### config.mk
export PLATFORM = sky130hd
export DESIGN_NAME = core_seq_flat
export DESIGN_NICKNAME = d
export VERILOG_FILES = /design/src/rtl/core_seq_if.sv /design/src/rtl/core_seq.sv /design/src/flat_wrapper.sv
export SDC_FILE = /design/constraint.sdc
export NUM_CORES = 1
export LEC_CHECK = 0
export CORE_ASPECT_RATIO = 0.9
export CORE_MARGIN = 10
export CORE_UTILIZATION = 50
export DETAILED_ROUTE_END_ITERATION = 6
export PLACE_DENSITY = 0.95
export SYNTH_ARGS = -nofsm -noshare
export SYNTH_HDL_FRONTEND = slang
export SYNTH_SLANG_ARGS = --single-unit
### constraint.sdc
create_clock -name clk -period 3.64 [get_ports clk]
set_input_delay 0.728 -clock clk [delete_from_list [all_inputs] [get_ports clk]]
set_output_delay 0.728 -clock clk [all_outputs]
set_load 0.1 [all_outputs]
### src/rtl/core_seq_if.sv
// core_seq_if -- instruction and data memory bus for the core_seq sequencer.
//   master : the sequencer (drives requests, receives ready/data)
//   slave  : the memory side (drives ready/data, receives requests)
//   imem_req/imem_addr  fetch request and address
//   imem_ready/imem_rdata  fetch completion and instruction word
//   dmem_req/dmem_we    data request and write qualifier
//   dmem_ready/dmem_rdata  data completion and load data
interface core_seq_if;
  logic        imem_req;
  logic [31:0] imem_addr;
  logic        imem_ready;
  logic [31:0] imem_rdata;
  logic        dmem_req;
  logic        dmem_we;
  logic        dmem_ready;
  logic [31:0] dmem_rdata;

  modport master (
    output imem_req, imem_addr, dmem_req, dmem_we,
    input  imem_ready, imem_rdata, dmem_ready, dmem_rdata
  );

  modport slave (
    input  imem_req, imem_addr, dmem_req, dmem_we,
    output imem_ready, imem_rdata, dmem_ready, dmem_rdata
  );
endinterface

### src/rtl/core_seq.sv
// core_seq -- multi-cycle instruction sequencer (one instruction in flight).
// Walks FETCH -> DECODE -> EXEC -> [MEM] -> [WB] -> FETCH, retiring on every
// return to FETCH, and parks in TRAP on timeout, illegal op or misaligned
// branch target until reset.
// Ports:
//   clk, rst_n            clock, async active-low reset
//   bus (master)          imem/dmem handshake bus
//   ir, pc                latched instruction word, current instruction address
//   ex_*                  exec-stage controls, sampled only in EXEC
//   mem_rdata_q           latched load data
//   rf_we                 register-file write strobe (WB)
//   state                 FETCH=0 DECODE=1 EXEC=2 MEM=3 WB=4 TRAP=5
//   halted, trap_cause    trap indication (1 timeout, 2 illegal, 3 misaligned)
//   instret               retired instruction count (wraps)
module core_seq #(
  parameter logic [31:0] RESET_PC    = 32'h0000_0000,
  parameter int unsigned MEM_TIMEOUT = 255
) (
  input  logic        clk,
  input  logic        rst_n,
  core_seq_if.master  bus,
  output logic [31:0] ir,
  output logic [31:0] pc,
  input  logic        ex_mem_r,
  input  logic        ex_mem_w,
  input  logic        ex_reg_w,
  input  logic        ex_branch,
  input  logic        ex_illegal,
  input  logic [31:0] ex_branch_pc,
  output logic [31:0] mem_rdata_q,
  output logic        rf_we,
  output logic [2:0]  state,
  output logic        halted,
  output logic [1:0]  trap_cause,
  output logic [31:0] instret
);

  typedef enum logic [2:0] {
    S_FETCH  = 3'd0,
    S_DECODE = 3'd1,
    S_EXEC   = 3'd2,
    S_MEM    = 3'd3,
    S_WB     = 3'd4,
    S_TRAP   = 3'd5
  } state_e;

  // Last wait cycle index before the timeout fires; the counter holds the
  // number of ready-less cycles already spent in the current FETCH/MEM visit.
  localparam logic [7:0] WLIM = 8'(MEM_TIMEOUT - 1);

  state_e      state_q, state_d;
  logic        run_q;
  logic [31:0] pc_q, pc_d;
  logic [31:0] ir_q, ir_d;
  logic [31:0] npc_q, npc_d;
  logic [31:0] mrd_q, mrd_d;
  logic [31:0] icnt_q, icnt_d;
  logic        mem_w_q, mem_w_d;
  logic        reg_w_q, reg_w_d;
  logic [7:0]  wcnt_q, wcnt_d;
  logic [1:0]  cause_q, cause_d;
  logic        retire;

  // run rises on the first edge after reset release, so the fetch request
  // never appears in the same cycle reset is deasserted.
  always_ff @(posedge clk or negedge rst_n) begin
    if (!rst_n) run_q <= 1'b0;
    else        run_q <= 1'b1;
  end

  always_ff @(posedge clk or negedge rst_n) begin
    if (!rst_n) begin
      state_q <= S_FETCH;
      pc_q    <= RESET_PC;
      ir_q    <= '0;
      npc_q   <= '0;
      mrd_q   <= '0;
      icnt_q  <= '0;
      mem_w_q <= 1'b0;
      reg_w_q <= 1'b0;
      wcnt_q  <= '0;
      cause_q <= '0;
    end else begin
      state_q <= state_d;
      pc_q    <= pc_d;
      ir_q    <= ir_d;
      npc_q   <= npc_d;
      mrd_q   <= mrd_d;
      icnt_q  <= icnt_d;
      mem_w_q <= mem_w_d;
      reg_w_q <= reg_w_d;
      wcnt_q  <= wcnt_d;
      cause_q <= cause_d;
    end
  end

  always_comb begin
    state_d = state_q;
    pc_d    = pc_q;
    ir_d    = ir_q;
    npc_d   = npc_q;
    mrd_d   = mrd_q;
    icnt_d  = icnt_q;
    mem_w_d = mem_w_q;
    reg_w_d = reg_w_q;
    wcnt_d  = wcnt_q;
    cause_d = cause_q;
    retire  = 1'b0;

    unique case (state_q)
      S_FETCH: begin
        if (run_q) begin
          // ready is checked first so a response on the limit cycle wins
          if (bus.imem_ready) begin
            ir_d    = bus.imem_rdata;
            state_d = S_DECODE;
          end else if (wcnt_q == WLIM) begin
            state_d = S_TRAP;
            cause_d = 2'd1;
          end else begin
            wcnt_d = wcnt_q + 8'd1;
          end
        end
      end

      S_DECODE: state_d = S_EXEC;

      S_EXEC: begin
        npc_d   = ex_branch ? ex_branch_pc : pc_q + 32'd4;
        mem_w_d = ex_mem_w;
        reg_w_d = ex_reg_w;
        if (ex_illegal || (ex_mem_r && ex_mem_w)) begin
          state_d = S_TRAP;
          cause_d = 2'd2;
        end else if (ex_branch && (ex_branch_pc[1:0] != 2'b00)) begin
          state_d = S_TRAP;
          cause_d = 2'd3;
        end else if (ex_mem_r || ex_mem_w) begin
          state_d = S_MEM;
        end else if (ex_reg_w) begin
          state_d = S_WB;
        end else begin
          state_d = S_FETCH;
          retire  = 1'b1;
        end
      end

      S_MEM: begin
        if (bus.dmem_ready) begin
          if (!mem_w_q) mrd_d = bus.dmem_rdata;
          if (reg_w_q) begin
            state_d = S_WB;
          end else begin
            state_d = S_FETCH;
            retire  = 1'b1;
          end
        end else if (wcnt_q == WLIM) begin
          state_d = S_TRAP;
          cause_d = 2'd1;
        end else begin
          wcnt_d = wcnt_q + 8'd1;
        end
      end

      S_WB: begin
        state_d = S_FETCH;
        retire  = 1'b1;
      end

      S_TRAP: ;

      default: state_d = S_TRAP;
    endcase

    // npc_d already holds the freshly computed target when retiring from EXEC
    if (retire) begin
      pc_d   = npc_d;
      icnt_d = icnt_q + 32'd1;
    end

    // every state entry starts a fresh wait budget
    if (state_d != state_q) wcnt_d = '0;
  end

  // Strobes decode straight from the state register so reset clears them
  // asynchronously and they are mutually exclusive by construction.
  assign bus.imem_req  = run_q && (state_q == S_FETCH);
  assign bus.imem_addr = pc_q;
  assign bus.dmem_req  = (state_q == S_MEM);
  assign bus.dmem_we   = (state_q == S_MEM) && mem_w_q;
  assign rf_we         = (state_q == S_WB);
  assign halted        = (state_q == S_TRAP);

  assign ir          = ir_q;
  assign pc          = pc_q;
  assign mem_rdata_q = mrd_q;
  assign state       = state_q;
  assign trap_cause  = cause_q;
  assign instret     = icnt_q;

endmodule

### src/flat_wrapper.sv
// flat-port wrapper written by rule: the top's interface ports become plain ports
module core_seq_flat 
#(
  parameter logic [31:0] RESET_PC    = 32'h0000_0000,
  parameter int unsigned MEM_TIMEOUT = 255
)
  (clk, rst_n, ir, pc, ex_mem_r, ex_mem_w, ex_reg_w, ex_branch, ex_illegal, ex_branch_pc, mem_rdata_q, rf_we, state, halted, trap_cause, instret, bus_imem_req, bus_imem_addr, bus_dmem_req, bus_dmem_we, bus_imem_ready, bus_imem_rdata, bus_dmem_ready, bus_dmem_rdata);
  core_seq_if bus_i ();
  input  logic clk;
  input  logic rst_n;
  output logic [31:0] ir;
  output logic [31:0] pc;
  input  logic ex_mem_r;
  input  logic ex_mem_w;
  input  logic ex_reg_w;
  input  logic ex_branch;
  input  logic ex_illegal;
  input  logic [31:0] ex_branch_pc;
  output logic [31:0] mem_rdata_q;
  output logic rf_we;
  output logic [2:0] state;
  output logic halted;
  output logic [1:0] trap_cause;
  output logic [31:0] instret;
  output wire logic [$bits(bus_i.imem_req)-1:0] bus_imem_req;
  output wire logic [$bits(bus_i.imem_addr)-1:0] bus_imem_addr;
  output wire logic [$bits(bus_i.dmem_req)-1:0] bus_dmem_req;
  output wire logic [$bits(bus_i.dmem_we)-1:0] bus_dmem_we;
  input wire logic [$bits(bus_i.imem_ready)-1:0] bus_imem_ready;
  input wire logic [$bits(bus_i.imem_rdata)-1:0] bus_imem_rdata;
  input wire logic [$bits(bus_i.dmem_ready)-1:0] bus_dmem_ready;
  input wire logic [$bits(bus_i.dmem_rdata)-1:0] bus_dmem_rdata;
  assign bus_imem_req = bus_i.imem_req;
  assign bus_imem_addr = bus_i.imem_addr;
  assign bus_dmem_req = bus_i.dmem_req;
  assign bus_dmem_we = bus_i.dmem_we;
  assign bus_i.imem_ready = bus_imem_ready;
  assign bus_i.imem_rdata = bus_imem_rdata;
  assign bus_i.dmem_ready = bus_dmem_ready;
  assign bus_i.dmem_rdata = bus_dmem_rdata;
  core_seq #(.RESET_PC(RESET_PC), .MEM_TIMEOUT(MEM_TIMEOUT)) u_core (.clk(clk), .rst_n(rst_n), .bus(bus_i), .ir(ir), .pc(pc), .ex_mem_r(ex_mem_r), .ex_mem_w(ex_mem_w), .ex_reg_w(ex_reg_w), .ex_branch(ex_branch), .ex_illegal(ex_illegal), .ex_branch_pc(ex_branch_pc), .mem_rdata_q(mem_rdata_q), .rf_we(rf_we), .state(state), .halted(halted), .trap_cause(trap_cause), .instret(instret));
endmodule
==> flow_summary.ini <==
[status]
status = finished clean

[timing]
slew_headroom = 0.3051
finalHoldViolations = 0
rsz0062_at_grt = false
min_period_ns = 2.845
setup_viol = 0
worst_pin_slew_ns = 1.039
fin_skew_ns = 0.009232
period_share = 0.7816
fmax_mhz = 351.5
finalSetupTns_ns = 0
finalMaxSlewViolations = 0

[clock_tree]
cts.path.max_buffers = 2
ctsResizeCount = 0
cts.htree.levels = 4
cts_tree = done
postCtsHoldBufs = 0
clk_latency_ns = 0.43
postCtsSetupBuffers = 0
ctsRootBufferMaster = clkbuf_16
cts_buffers = 17
path_clk_slew_ns = 0.07
clock-sinks = 176

[global_routing]
grt_pass1_wl_um = 39130
grt_antenna_before_repair = 1
grt_pass1_vias = 7227
grt_overflow_total = 0
grt_max_degree = 102
grt_usage = 0.2181

[critical_path]
cp_data_required_time_ns = 2.91
crit_family = buffers and inverters
reg2reg_depth = 5
timing.rr.end = u_core.instret[13]$_DFFE_PN0P_
ff2ff_setup_slack_ns = 1.11
r2r_start = u_core.state[2]$_DFF_PN0_
cp-start-kind = flop
crit_chain = clkdlybuf4s50_1
crit_fanout = 9
end_kind = output port
cp_slowest_cell = clkdlybuf4s50_1
crit_path_start = u_core.bus.imem_addr[16]$_DFFE_PN0P_
path_class = reg2out
cp_data_arrival_time_ns = 2.12
cp.depth = 1
cp.buffers_inverters = 1
cp-endpoint = bus_imem_addr[16]
slowest_delay_ns = 1.20

[synthesis]
yosysSeqAreaShare = 0.5196
synth_edf_count = 0
yosys.area.top_type = dfrtp_1
synthArstFlopShare = 1.000
yosysTopAreaCellShare = 0.5196
synth-seq-cells = 176
syn-num-nets = 904
synth_cells = 795
ys_types = 61
ys_warn_count = 0
synthFlopType = dfrtp_1
synth.avg_cell_area_um2 = 10.66
synth_area_leaders = dfrtp_1 52%, mux2_2 9.7%, nand2_1 3.4%
synth_area_mm2 = 0.008476
yosysMostFrequentCell = dfrtp_1
synth_common_cells = 176 x dfrtp_1, 76 x nand2_1, 73 x mux2_2

[drt]
viasPerCell = 5.598
vias = 7037
wl_per_cell_um = 19.93
drc = 0
antenna_left = 0
wirelength_um = 25050
first_pass_iters = 5
drtIter0Drc = 478

[die]
coreArea_mm2 = 0.01678
fp-row-count = 45
start_util = 0.5051
dieArea_mm2 = 0.02257
die_y_um = 143.5
dieWidth_um = 157.2
ios = 275

[cells_and_area]
antennaDiodeCount = 0
drive_gt1_frac = 0.1568
area_growth_pct = 39.31
nets = 1142
nFillCells = 1198

[worst_hold_path]
hold_class = in2async

[placement]
dpl.hpwl_um = 18580
gp_congestion = 0.8538
numPortBuffers = 274

[flow_run]
maxCapViolations = 0
cells by family after synthesis:
group | count (synthesis) | share of synthesized area
xor+xnor | 53 | 0.05477
mux | 79 | 0.1042
flops | 176 | 0.5196
buf+inv | 88 | 0.05447
fa+ha+maj | 4 | 0.005905
compound gates | 133 | 0.09994
other cells | 1 | 0.0004424
simple gates | 261 | 0.1606
stage by stage:
step | cell area, µm² | setup WS (ns) | hold WS, ns | instances | util
detailed placement | 11170 | 0.7809 | 0.4585 | 1225 | 0.6659
finish | 11810 | 0.7949 | 0.1157 | 1257 | 0.7037
CTS | 11810 | 0.7673 | 0.1052 | 1257 | 0.7037
global route | 11810 | 0.6970 | 0.1070 | 1257 | 0.7037
floorplan | 8497 | 0.04098 | 0.4324 | 795 | -
global placement | 11170 | 0.8490 | 0.4465 | 1225 | 0.6659
worst min path at each step:
stage / from / depth (start not counted) / slack, ns / to
after detailed placement: u_core.npc_q[16]$_DFF_PN0_ / 2 / 0.46 / u_core.npc_q[16]$_DFF_PN0_
final: rst_n / 1 / 0.12 / u_core.npc_q[30]$_DFF_PN0_
after global routing: rst_n / 1 / 0.11 / u_core.npc_q[30]$_DFF_PN0_
after floorplan: rst_n / 0 / 0.43 / u_core.bus.imem_addr[0]$_DFFE_PN0P_
after global placement: u_core.npc_q[16]$_DFF_PN0_ / 2 / 0.45 / u_core.npc_q[16]$_DFF_PN0_
after CTS: rst_n / 1 / 0.11 / u_core.bus.imem_addr[31]$_DFFE_PN0P_
flip-flops by register name, summed over array words and instances (netlist names), 2 cells and up:
name	count
u_core.npc_q	32
u_core.trap_cause	2
u_core.ir	32
u_core.mem_rdata_q	32
u_core.wcnt_q	8
u_core.instret	32
u_core.state	3
u_core.bus.imem_addr	32
routing by layer:
metal	up-vias	GRT usage	wire length (µm)
li1	3273	-	-
met1	3417	0.2587	9982
met2	317	0.3730	12310
met3	30	0.07081	2345
met4	0	0.05801	414
met5	-	0	0
area by class of cell:
type	count	area (µm²)	area share
inverters	18	67.56	0.005722
clock inverters	14	195.2	0.01653
flip-flops and latches	176	4404	0.3730
well taps	211	264.0	0.02236
multi-input cells	531	3643	0.3086
repair buffers	289	2794	0.2366
clock buffers	18	439.2	0.03719
layout by cell type, fill, tap and decap left out, types with 6 or more instances in the layout:
cell type        count
and3_1              17
nand4_1             13
xor2_1              25
a31oi_1             18
nand3_1             27
o211ai_1             6
nor2_1              40
clkdlybuf4s50_1    243
nand2b_1             7
nand2_1             76
o21ai_1              7
xnor2_1             28
dfrtp_1            176
inv_1               18
o31ai_1              6
and4_1              12
buf_4               44
nor3_1              25
nor4_1              10
a21oi_1             31
clkbuf_16           17
mux2_2              73
or3_1                8
o21ai_0             26
Power is left out: the tool's default activity adds up to more than one toggle a clock period on the data nets, which glitch-free logic cannot reach.
